### config.mk
export PLATFORM = sky130hd
export DESIGN_NAME = barrel_shift_sched
export DESIGN_NICKNAME = d
export VERILOG_FILES = /design/src/rtl/barrel_shift_pkg.sv /design/src/rtl/barrel_shift_8bit.sv /design/src/rtl/rr_arbiter.sv /design/src/rtl/barrel_shift_sched.sv
export SDC_FILE = /design/constraint.sdc
export NUM_CORES = 1
export LEC_CHECK = 0
export BUFFER_PORTS_ARGS = -buffer_cell sky130_fd_sc_hd__buf_2
export CORE_ASPECT_RATIO = 0.8
export CORE_MARGIN = 5
export CORE_UTILIZATION = 52
export DETAILED_ROUTE_END_ITERATION = 10
export GPL_ROUTABILITY_DRIVEN = 0
export HOLD_SLACK_MARGIN = 0.1
export PLACE_DENSITY_LB_ADDON = 0.15
export SLEW_MARGIN = 10
export SYNTH_ARGS = -nofsm -noshare
export SYNTH_HDL_FRONTEND = slang
export SYNTH_HIERARCHICAL = 1
export SYNTH_SLANG_ARGS = --single-unit
export TNS_END_PERCENT = 30
### constraint.sdc
create_clock -name clk -period 6.4 [get_ports clk]
set_clock_uncertainty 0.15 [all_clocks]
set_input_delay 1.28 -clock clk [delete_from_list [all_inputs] [get_ports clk]]
set_output_delay 1.28 -clock clk [all_outputs]
set_load 0.005 [all_outputs]
### src/rtl/barrel_shift_pkg.sv
// Shared constants for the shared barrel-shifter scheduler and its shifter datapath.
package barrel_shift_pkg;
  localparam int   DATA_W        = 8;
  localparam int   N_W           = 3;
  localparam logic DIR_LEFT      = 1'b1;
  localparam logic DIR_RIGHT     = 1'b0;
  localparam int   N_REQ_DEFAULT = 4;
endpackage

### src/rtl/barrel_shift_8bit.sv
// 8-bit logical barrel shifter, zero fill; Lr=1 shifts left, Lr=0 shifts right.
module barrel_shift_8bit
  import barrel_shift_pkg::*;
(
  output logic [7:0] out,
  input  logic [7:0] in,
  input  logic       Lr,
  input  logic [2:0] n
);
  logic       left;
  logic [7:0] s1;
  logic [7:0] s2;

  assign left = (Lr == DIR_LEFT);

  // Three log stages: shift by 1, 2 and 4 selected by the bits of n.
  always_comb begin
    s1  = n[0] ? (left ? {in[6:0], 1'b0} : {1'b0, in[7:1]}) : in;
    s2  = n[1] ? (left ? {s1[5:0], 2'b00} : {2'b00, s1[7:2]}) : s1;
    out = n[2] ? (left ? {s2[3:0], 4'b0000} : {4'b0000, s2[7:4]}) : s2;
  end
endmodule

### src/rtl/rr_arbiter.sv
// Combinational round-robin arbiter: first asserted request scanning cyclically from ptr.
module rr_arbiter #(
  parameter  int N   = 4,
  localparam int IDW = $clog2(N)
) (
  input  logic [N-1:0]   req,
  input  logic [IDW-1:0] ptr,
  input  logic           en,
  output logic [N-1:0]   gnt,
  output logic [IDW-1:0] idx
);
  logic found;

  always_comb begin
    gnt   = '0;
    idx   = '0;
    found = 1'b0;
    for (int k = 0; k < N; k++) begin
      int j;
      j = int'(ptr) + k;
      if (j >= N) j = j - N;
      if (en && !found && req[IDW'(j)]) begin
        found          = 1'b1;
        gnt[IDW'(j)]   = 1'b1;
        idx            = IDW'(j);
      end
    end
  end
endmodule

### src/rtl/barrel_shift_sched.sv
// Round-robin scheduler sharing one 8-bit barrel shifter among N_REQ requesters,
// with a single registered, ID-tagged result stage.
module barrel_shift_sched
  import barrel_shift_pkg::*;
#(
  parameter  int N_REQ = N_REQ_DEFAULT,
  localparam int ID_W  = $clog2(N_REQ)
) (
  input  logic                    clk,
  input  logic                    rst_n,
  input  logic [N_REQ-1:0]        req_valid,
  output logic [N_REQ-1:0]        req_ready,
  input  logic [DATA_W*N_REQ-1:0] req_data,
  input  logic [N_REQ-1:0]        req_lr,
  input  logic [N_W*N_REQ-1:0]    req_n,
  output logic                    res_valid,
  input  logic                    res_ready,
  output logic [DATA_W-1:0]       res_data,
  output logic [ID_W-1:0]         res_id
);
  logic              vld_p1;
  logic [DATA_W-1:0] data_p1;
  logic [ID_W-1:0]   id_p1;
  logic [ID_W-1:0]   rr_ptr;

  logic              accept;
  logic [N_REQ-1:0]  gnt;
  logic [ID_W-1:0]   gnt_idx;
  logic              fire;
  logic [DATA_W-1:0] sel_data;
  logic              sel_lr;
  logic [N_W-1:0]    sel_n;
  logic [DATA_W-1:0] shifted;
  logic [ID_W-1:0]   ptr_next;

  assign accept = !vld_p1 || res_ready;

  rr_arbiter #(.N(N_REQ)) u_arb (
    .req (req_valid),
    .ptr (rr_ptr),
    .en  (accept),
    .gnt (gnt),
    .idx (gnt_idx)
  );

  // The async reset clears vld_p1, which would otherwise open accept during reset.
  assign req_ready = rst_n ? gnt : '0;
  assign fire      = |req_ready;

  always_comb begin
    sel_data = '0;
    sel_lr   = DIR_RIGHT;
    sel_n    = '0;
    for (int i = 0; i < N_REQ; i++) begin
      if (gnt_idx == ID_W'(i)) begin
        sel_data = req_data[i*DATA_W +: DATA_W];
        sel_lr   = req_lr[i];
        sel_n    = req_n[i*N_W +: N_W];
      end
    end
  end

  barrel_shift_8bit u_shift (
    .out (shifted),
    .in  (sel_data),
    .Lr  (sel_lr),
    .n   (sel_n)
  );

  assign ptr_next = (gnt_idx == ID_W'(N_REQ - 1)) ? '0 : gnt_idx + 1'b1;

  // ---- stage p1: registered result, overwritten on a grant, cleared on drain ----
  always_ff @(posedge clk or negedge rst_n) begin
    if (!rst_n) begin
      vld_p1  <= 1'b0;
      data_p1 <= '0;
      id_p1   <= '0;
      rr_ptr  <= '0;
    end else if (fire) begin
      vld_p1  <= 1'b1;
      data_p1 <= shifted;
      id_p1   <= gnt_idx;
      rr_ptr  <= ptr_next;
    end else if (res_ready) begin
      vld_p1  <= 1'b0;
    end
  end

  assign res_valid = vld_p1;
  assign res_data  = data_p1;
  assign res_id    = id_p1;
endmodule

==> run metrics, run 1 <==
run status complete, no violations; part of the cycle the worst path needs 88.6%; vias per inst 5.83; unrepaired setup endpoints after global routing false; Initial DRC Count 127; via count of the first global-routing pass 1881; Crit. End Element flop; Warnings, synthesis 6; final worst slack 0.732 ns; Clk Tree Root Cell sky130_fd_sc_hd__clkbuf_8; sequential fraction of the synthesis area 15.8%; top cell family by delay on the critical path compound AO/OA/AOI/OAI gates; maximum root-to-sink buffer count 2; flip-flop cell with the highest count after synthesis sky130_fd_sc_hd__dfrtp_1; setup slack, reg-to-reg 0.73 ns; Total GRT Usage 20.8%; via count 2104; number of I/O port buffers 69; Clock Sinks 13; WP buf/inv 1; final-report max-slew violation count 0; Critical Path Most Common Cell sky130_fd_sc_hd__ha_1; drt first pass iters 5; worst slack, placed 0.598 ns; Crit Path Class reg -> reg; Relative slew margins 34.8%; Data arrival, critical path 5.64 ns; Critical R2R Capture res_data[1]; number of antenna diodes 0; Placed Cells 357; number of levels the H-tree was split into 1; most used cells in the layout excluding fill and tap cells sky130_fd_sc_hd__buf_2 (69), sky130_fd_sc_hd__nand2_1 (26), sky130_fd_sc_hd__a21oi_1 (21); die outline height 66.3 um; remaining routing DRC violations 0; CTS tree yes; Core ar. 0.00380 mm2; Detailed Route WL 5450 um; count of buffers added by post-CTS timing repair for setup 0; hold buffer count at cts 0; post-synthesis average cell area 8.31 um2; HPWL after DPL 4350 um; number of top-level pins 70; Resized cells post-CTS 0; leading cell type in the layout, fill and taps excluded sky130_fd_sc_hd__buf_2; hold path startpoint res_data[1]; setup violation total in the final timing report 0; final hold viol count 0; antenna violations before repair 0; Tightest Pin Transition 0.975 ns; Post-synth EDFFs 0; required time of the worst setup path 6.38 ns; Synth async-reset ratio 100%; count of unique library cells instantiated by Yosys 48; Worst R2R Start rr_ptr[1]; cells on worst reg2reg path 15; Critical Path, Cell by Cell inv_1, ha_1, mux4_2, nor4b_4, a311oi_1, a31oi_1, ha_1, a21oi_1, o21ai_0, a22o_1, mux2_4, a21o_1, a21oi_2, o21ai_1, mux2_2; number of register bits inferred by synthesis 13; shortest period the worst path allows 5.67 ns; non-filler instance count after layout 361; average wire length per cell after detail routing 15.1 um; largest net degree at the start of global routing 25; Synth Cell Area 0.00206 mm2; Reg clk slew, reported paths 0.05 ns; Fmax achieved 176 MHz; element type at the critical path start flop; die area 0.00533 mm2; total number of placement rows 20; number of nets in the finished design 374; Post-DRT Antenna Nets 0; crit path max fanout 24; synthesized instance count 248; Slowest Stage Delay on Critical Path 0.75 ns; clock insertion delay at the later pin of the skew report 0.24 ns; Worst Hold Path EP res_data[1]; number of buffers inserted during clock tree synthesis 3; fraction of final layout cells with drive strength greater than 1 33.0%; wire length of the first global-routing pass 8960 um; final setup TNS 0 ns; Crit-path slowest cell sky130_fd_sc_hd__a22o_1; initial core utilization 54.2%; Die W 80.4 um; Worst Hold Path Cells 1; synthesized net count 315; area grow syn2layout 18.0%; global route overflow 0; # Max-Cap Violations 0; worst hold-check path type reg -> reg
## cell families (layout without fill, tap and decap cells)
group	count (synthesis)	after routing	synth area share (%)
buffers and inverters	34	92	8.93
multiplexers	33	33	20.6
flip-flops	13	13	15.8
AO/OA/AOI/OAI	83	83	28.9
AND/OR/NAND/NOR	73	73	18.5
adder cells (fa/ha/maj)	12	12	7.29
## registers in the layout (all words and copies together) (netlist names)
signal	cells
res_data	8
res_id	2
res_valid	1
rr_ptr	2
## metrics by stage
step	hold slack, ns	utilization [%]	cell area (um2)
after detailed placement	0.340	62.7	2390
final	0.345	63.9	2430
after global placement	0.336	62.7	2390
after floorplan	0.321	-	2060
after global routing	0.376	63.9	2430
after CTS	0.352	63.9	2430
## cell type report
type / count / area, um2
multi-input combinational: 201 / 1560
fill: 359 / 1370
timing repair buffer: 74 / 383
sequential: 13 / 325
tap: 55 / 68.8
inverter: 14 / 52.6
clock buffer: 4 / 45.0
## worst max path at each step
stage	slack, ns	cells after the start	endpoint	from
after floorplan	1.36	12	res_data[7]	req_valid[3]
after global placement	0.75	16	res_data[6]	req_valid[3]
after detailed placement	0.60	14	res_data[1]	req_valid[3]
after CTS	0.81	15	res_data[1]	rr_ptr[1]
after global routing	0.34	15	res_data[7]	rr_ptr[1]
final	0.73	15	res_data[1]	rr_ptr[1]
## worst register-to-register path, delay by kind of cell (launching register included)
kind	cells	cell delay, ns
AND/OR/NAND/NOR	1	0.46
buffers and inverters	1	0.27
multiplexers	3	1.05
adder cells (fa/ha/maj)	2	1.14
AO/OA/AOI/OAI	8	1.82
flip-flops	1	0.66
## synth_stat cells, types with 3 or more instances
| cell type | count | share of area [%] |
|---|---|---|
| sky130_fd_sc_hd__nor2b_1 | 8 | 2.4 |
| sky130_fd_sc_hd__o21ai_0 | 12 | 2.9 |
| sky130_fd_sc_hd__mux2_2 | 7 | 3.8 |
| sky130_fd_sc_hd__nand3_1 | 10 | 2.4 |
| sky130_fd_sc_hd__nand4_1 | 3 | 0.91 |
| sky130_fd_sc_hd__mux2_4 | 5 | 3.6 |
| sky130_fd_sc_hd__buf_2 | 3 | 0.73 |
| sky130_fd_sc_hd__nand2b_1 | 4 | 1.2 |
| sky130_fd_sc_hd__o31ai_1 | 5 | 1.8 |
| sky130_fd_sc_hd__mux2i_1 | 17 | 8.3 |
| sky130_fd_sc_hd__and2_1 | 4 | 1.2 |
| sky130_fd_sc_hd__clkbuf_1 | 8 | 1.5 |
| sky130_fd_sc_hd__nand3b_1 | 3 | 1.1 |
| sky130_fd_sc_hd__buf_6 | 5 | 2.7 |
| sky130_fd_sc_hd__inv_1 | 14 | 2.6 |
| sky130_fd_sc_hd__a221oi_1 | 4 | 1.7 |
| sky130_fd_sc_hd__a21oi_2 | 3 | 1.3 |
| sky130_fd_sc_hd__a22o_1 | 9 | 3.8 |
| sky130_fd_sc_hd__nand2_1 | 26 | 4.7 |
| sky130_fd_sc_hd__mux4_1 | 3 | 3.8 |
| sky130_fd_sc_hd__a211o_1 | 3 | 1.3 |
| sky130_fd_sc_hd__ha_1 | 12 | 7.3 |
| sky130_fd_sc_hd__dfrtp_1 | 13 | 16 |
| sky130_fd_sc_hd__buf_4 | 3 | 1.1 |
| sky130_fd_sc_hd__o21ai_1 | 7 | 1.7 |
| sky130_fd_sc_hd__a21oi_1 | 21 | 5.1 |
| sky130_fd_sc_hd__nor2_1 | 9 | 1.6 |
## metal layers
metal	routed length (um)	up-vias	share of wire, %	global-route usage [%]
li1	-	1043	-	-
met1	2750	963	50	32.3
met2	2250	96	41	30.0
met3	431	2	7.9	4.50
met4	18	0	0.33	1.90
met5	0	-	0	0
Power of run 1 is left out: the tool's default activity adds up to more than one toggle a clock period on the data nets, which glitch-free logic cannot reach.
==> run 2: changes to the inputs <==
==> constraint.sdc (replaced) <==
create_clock -name clk -period 6.4 [get_ports clk]
set_clock_uncertainty 0.15 [all_clocks]
set_input_delay 0.32 -clock clk [delete_from_list [all_inputs] [get_ports clk]]
set_output_delay 0.32 -clock clk [all_outputs]
set_load 0.005 [all_outputs]
==> run 2 against run 1 <==
- sequential share of layout area about the same
- sequential cell count unchanged
- global-route usage decreased by 0.26 points
- cell count decreased by 0.28%
- fmax decreased by 0.29%
- via count decreased by 2.1%
- first-iteration DRC count increased by 83%
- highest routed layer unchanged
- final area decreased by 0.21%
- non-clock buffer count decreased by 1
- worst hold slack improved by 0.0031 ns
==> run metrics, run 2 (synthesis results as in run 1) <==
global route overflow 0; Post-DRT Antenna Nets 0; maximum root-to-sink buffer count 2; clock insertion delay at the later pin of the skew report 0.24 ns; number of nets in the finished design 373; number of buffers inserted during clock tree synthesis 3; area grow syn2layout 17.7%; setup violation total in the final timing report 0; Detailed Route WL 5470 um; number of levels the H-tree was split into 1; via count of the first global-routing pass 1848; die outline height 66.3 um; # Max-Cap Violations 0; required time of the worst setup path 6.38 ns; wire length of the first global-routing pass 8630 um; final hold viol count 0; post-layout instance area 0.00243 mm2; final-report max-slew violation count 0; Initial DRC Count 233; antenna violations before repair 0; element type at the critical path start flop; part of the cycle the worst path needs 88.8%; Total GRT Usage 20.6%; Resized cells post-CTS 0; number of I/O port buffers 69; Clock Sinks 13; average wire length per cell after detail routing 15.2 um; vias per inst 5.72; number of antenna diodes 0; fraction of final layout cells with drive strength greater than 1 32.5%; largest net degree at the start of global routing 25; Die W 80.4 um; remaining routing DRC violations 0; most used cells in the layout excluding fill and tap cells sky130_fd_sc_hd__buf_2 (69), sky130_fd_sc_hd__nand2_1 (26), sky130_fd_sc_hd__a21oi_1 (21); filler instances 350; die area 0.00533 mm2; Relative slew margins 34.2%; worst slack, placed 0.802 ns; Crit. End Element flop; instance area after placement 0.00237 mm2; Crit Path Class reg -> reg; Data arrival, critical path 5.66 ns; initial core utilization 54.2%; HPWL after DPL 4320 um; run status complete, no violations; final worst slack 0.716 ns; Fmax achieved 176 MHz; Tightest Pin Transition 0.984 ns; utilization after layout 63.8%; Reg clk slew, reported paths 0.06 ns; number of top-level pins 70; Core ar. 0.00380 mm2; unrepaired setup endpoints after global routing false; worst hold-check path type reg -> reg; drt first pass iters 4; CTS tree yes; total number of placement rows 20; max FFs per register 8; Clk Tree Root Cell sky130_fd_sc_hd__clkbuf_8; shortest period the worst path allows 5.68 ns; leading cell type in the layout, fill and taps excluded sky130_fd_sc_hd__buf_2; final setup TNS 0 ns; via count 2060; crit path max fanout 24
-- run 2: changes by cell type in the layout (fill, tap and decap cells not counted), sizes merged --
cell,previous run,this run
buf,74,72
dlygate4sd3,0,1
-- run 2: area by class of cell --
class | instances | area, um2 | share of cell area, %
multi-input cells | 201 | 1560 | 64.2
repair buffers | 73 | 378 | 15.6
flip-flops and latches | 13 | 325 | 13.4
well taps | 55 | 68.8 | 2.84
inverters | 14 | 52.6 | 2.17
clock buffers | 4 | 45.0 | 1.86
-- run 2: metal layers --
layer,track usage [%],up-vias,part of all wire (%)
met5,0,-,0
met4,5.27,0,1.2
met3,3.68,6,8.1
met2,29.5,87,42
met1,31.1,929,49
li1,-,1038,-
-- run 2: final timing paths --
kind	start	to	slack, ns	cells after the start
setup reg to reg	rr_ptr[0]	res_data[1]	0.72	15
min in group asynchronous	rst_n	res_data[3]	0.37	2
max in group asynchronous	rst_n	res_data[0]	5.45	2
hold reg to reg	res_data[3]	res_data[3]	0.35	1
setup / recovery	rr_ptr[0]	res_data[1]	0.72	15
hold / removal	res_data[3]	res_data[3]	0.35	1
-- run 2: critical path, stage by stage, from the launching register on --
cell,delay (ns)
sky130_fd_sc_hd__dfrtp_1,0.70
sky130_fd_sc_hd__inv_1,0.24
sky130_fd_sc_hd__ha_1,0.51
sky130_fd_sc_hd__mux4_2,0.42
sky130_fd_sc_hd__nor4b_4,0.45
sky130_fd_sc_hd__a311oi_1,0.11
sky130_fd_sc_hd__a31oi_1,0.32
sky130_fd_sc_hd__inv_1,0.13
sky130_fd_sc_hd__ha_1,0.49
sky130_fd_sc_hd__a21oi_1,0.23
sky130_fd_sc_hd__a22o_1,0.74
sky130_fd_sc_hd__mux2_4,0.35
sky130_fd_sc_hd__a21o_1,0.19
sky130_fd_sc_hd__a21oi_2,0.15
sky130_fd_sc_hd__o21ai_1,0.09
sky130_fd_sc_hd__mux2_2,0.28
-- run 2: what timing repair did --
item / CTS / global route
endpoints found under the hold margin: 13 / 0
setup buffers: 0 / 0
hold buffers: 1 / 0
-- run 2: per-stage QoR --
stage               std cells  hold WS (ns)
floorplan                 248        -0.126
global placement          355        0.0991
detailed placement        355         0.109
CTS                       360         0.351
global route              360         0.376
finish                    360         0.349
Power of run 2 is left out for the same reason.
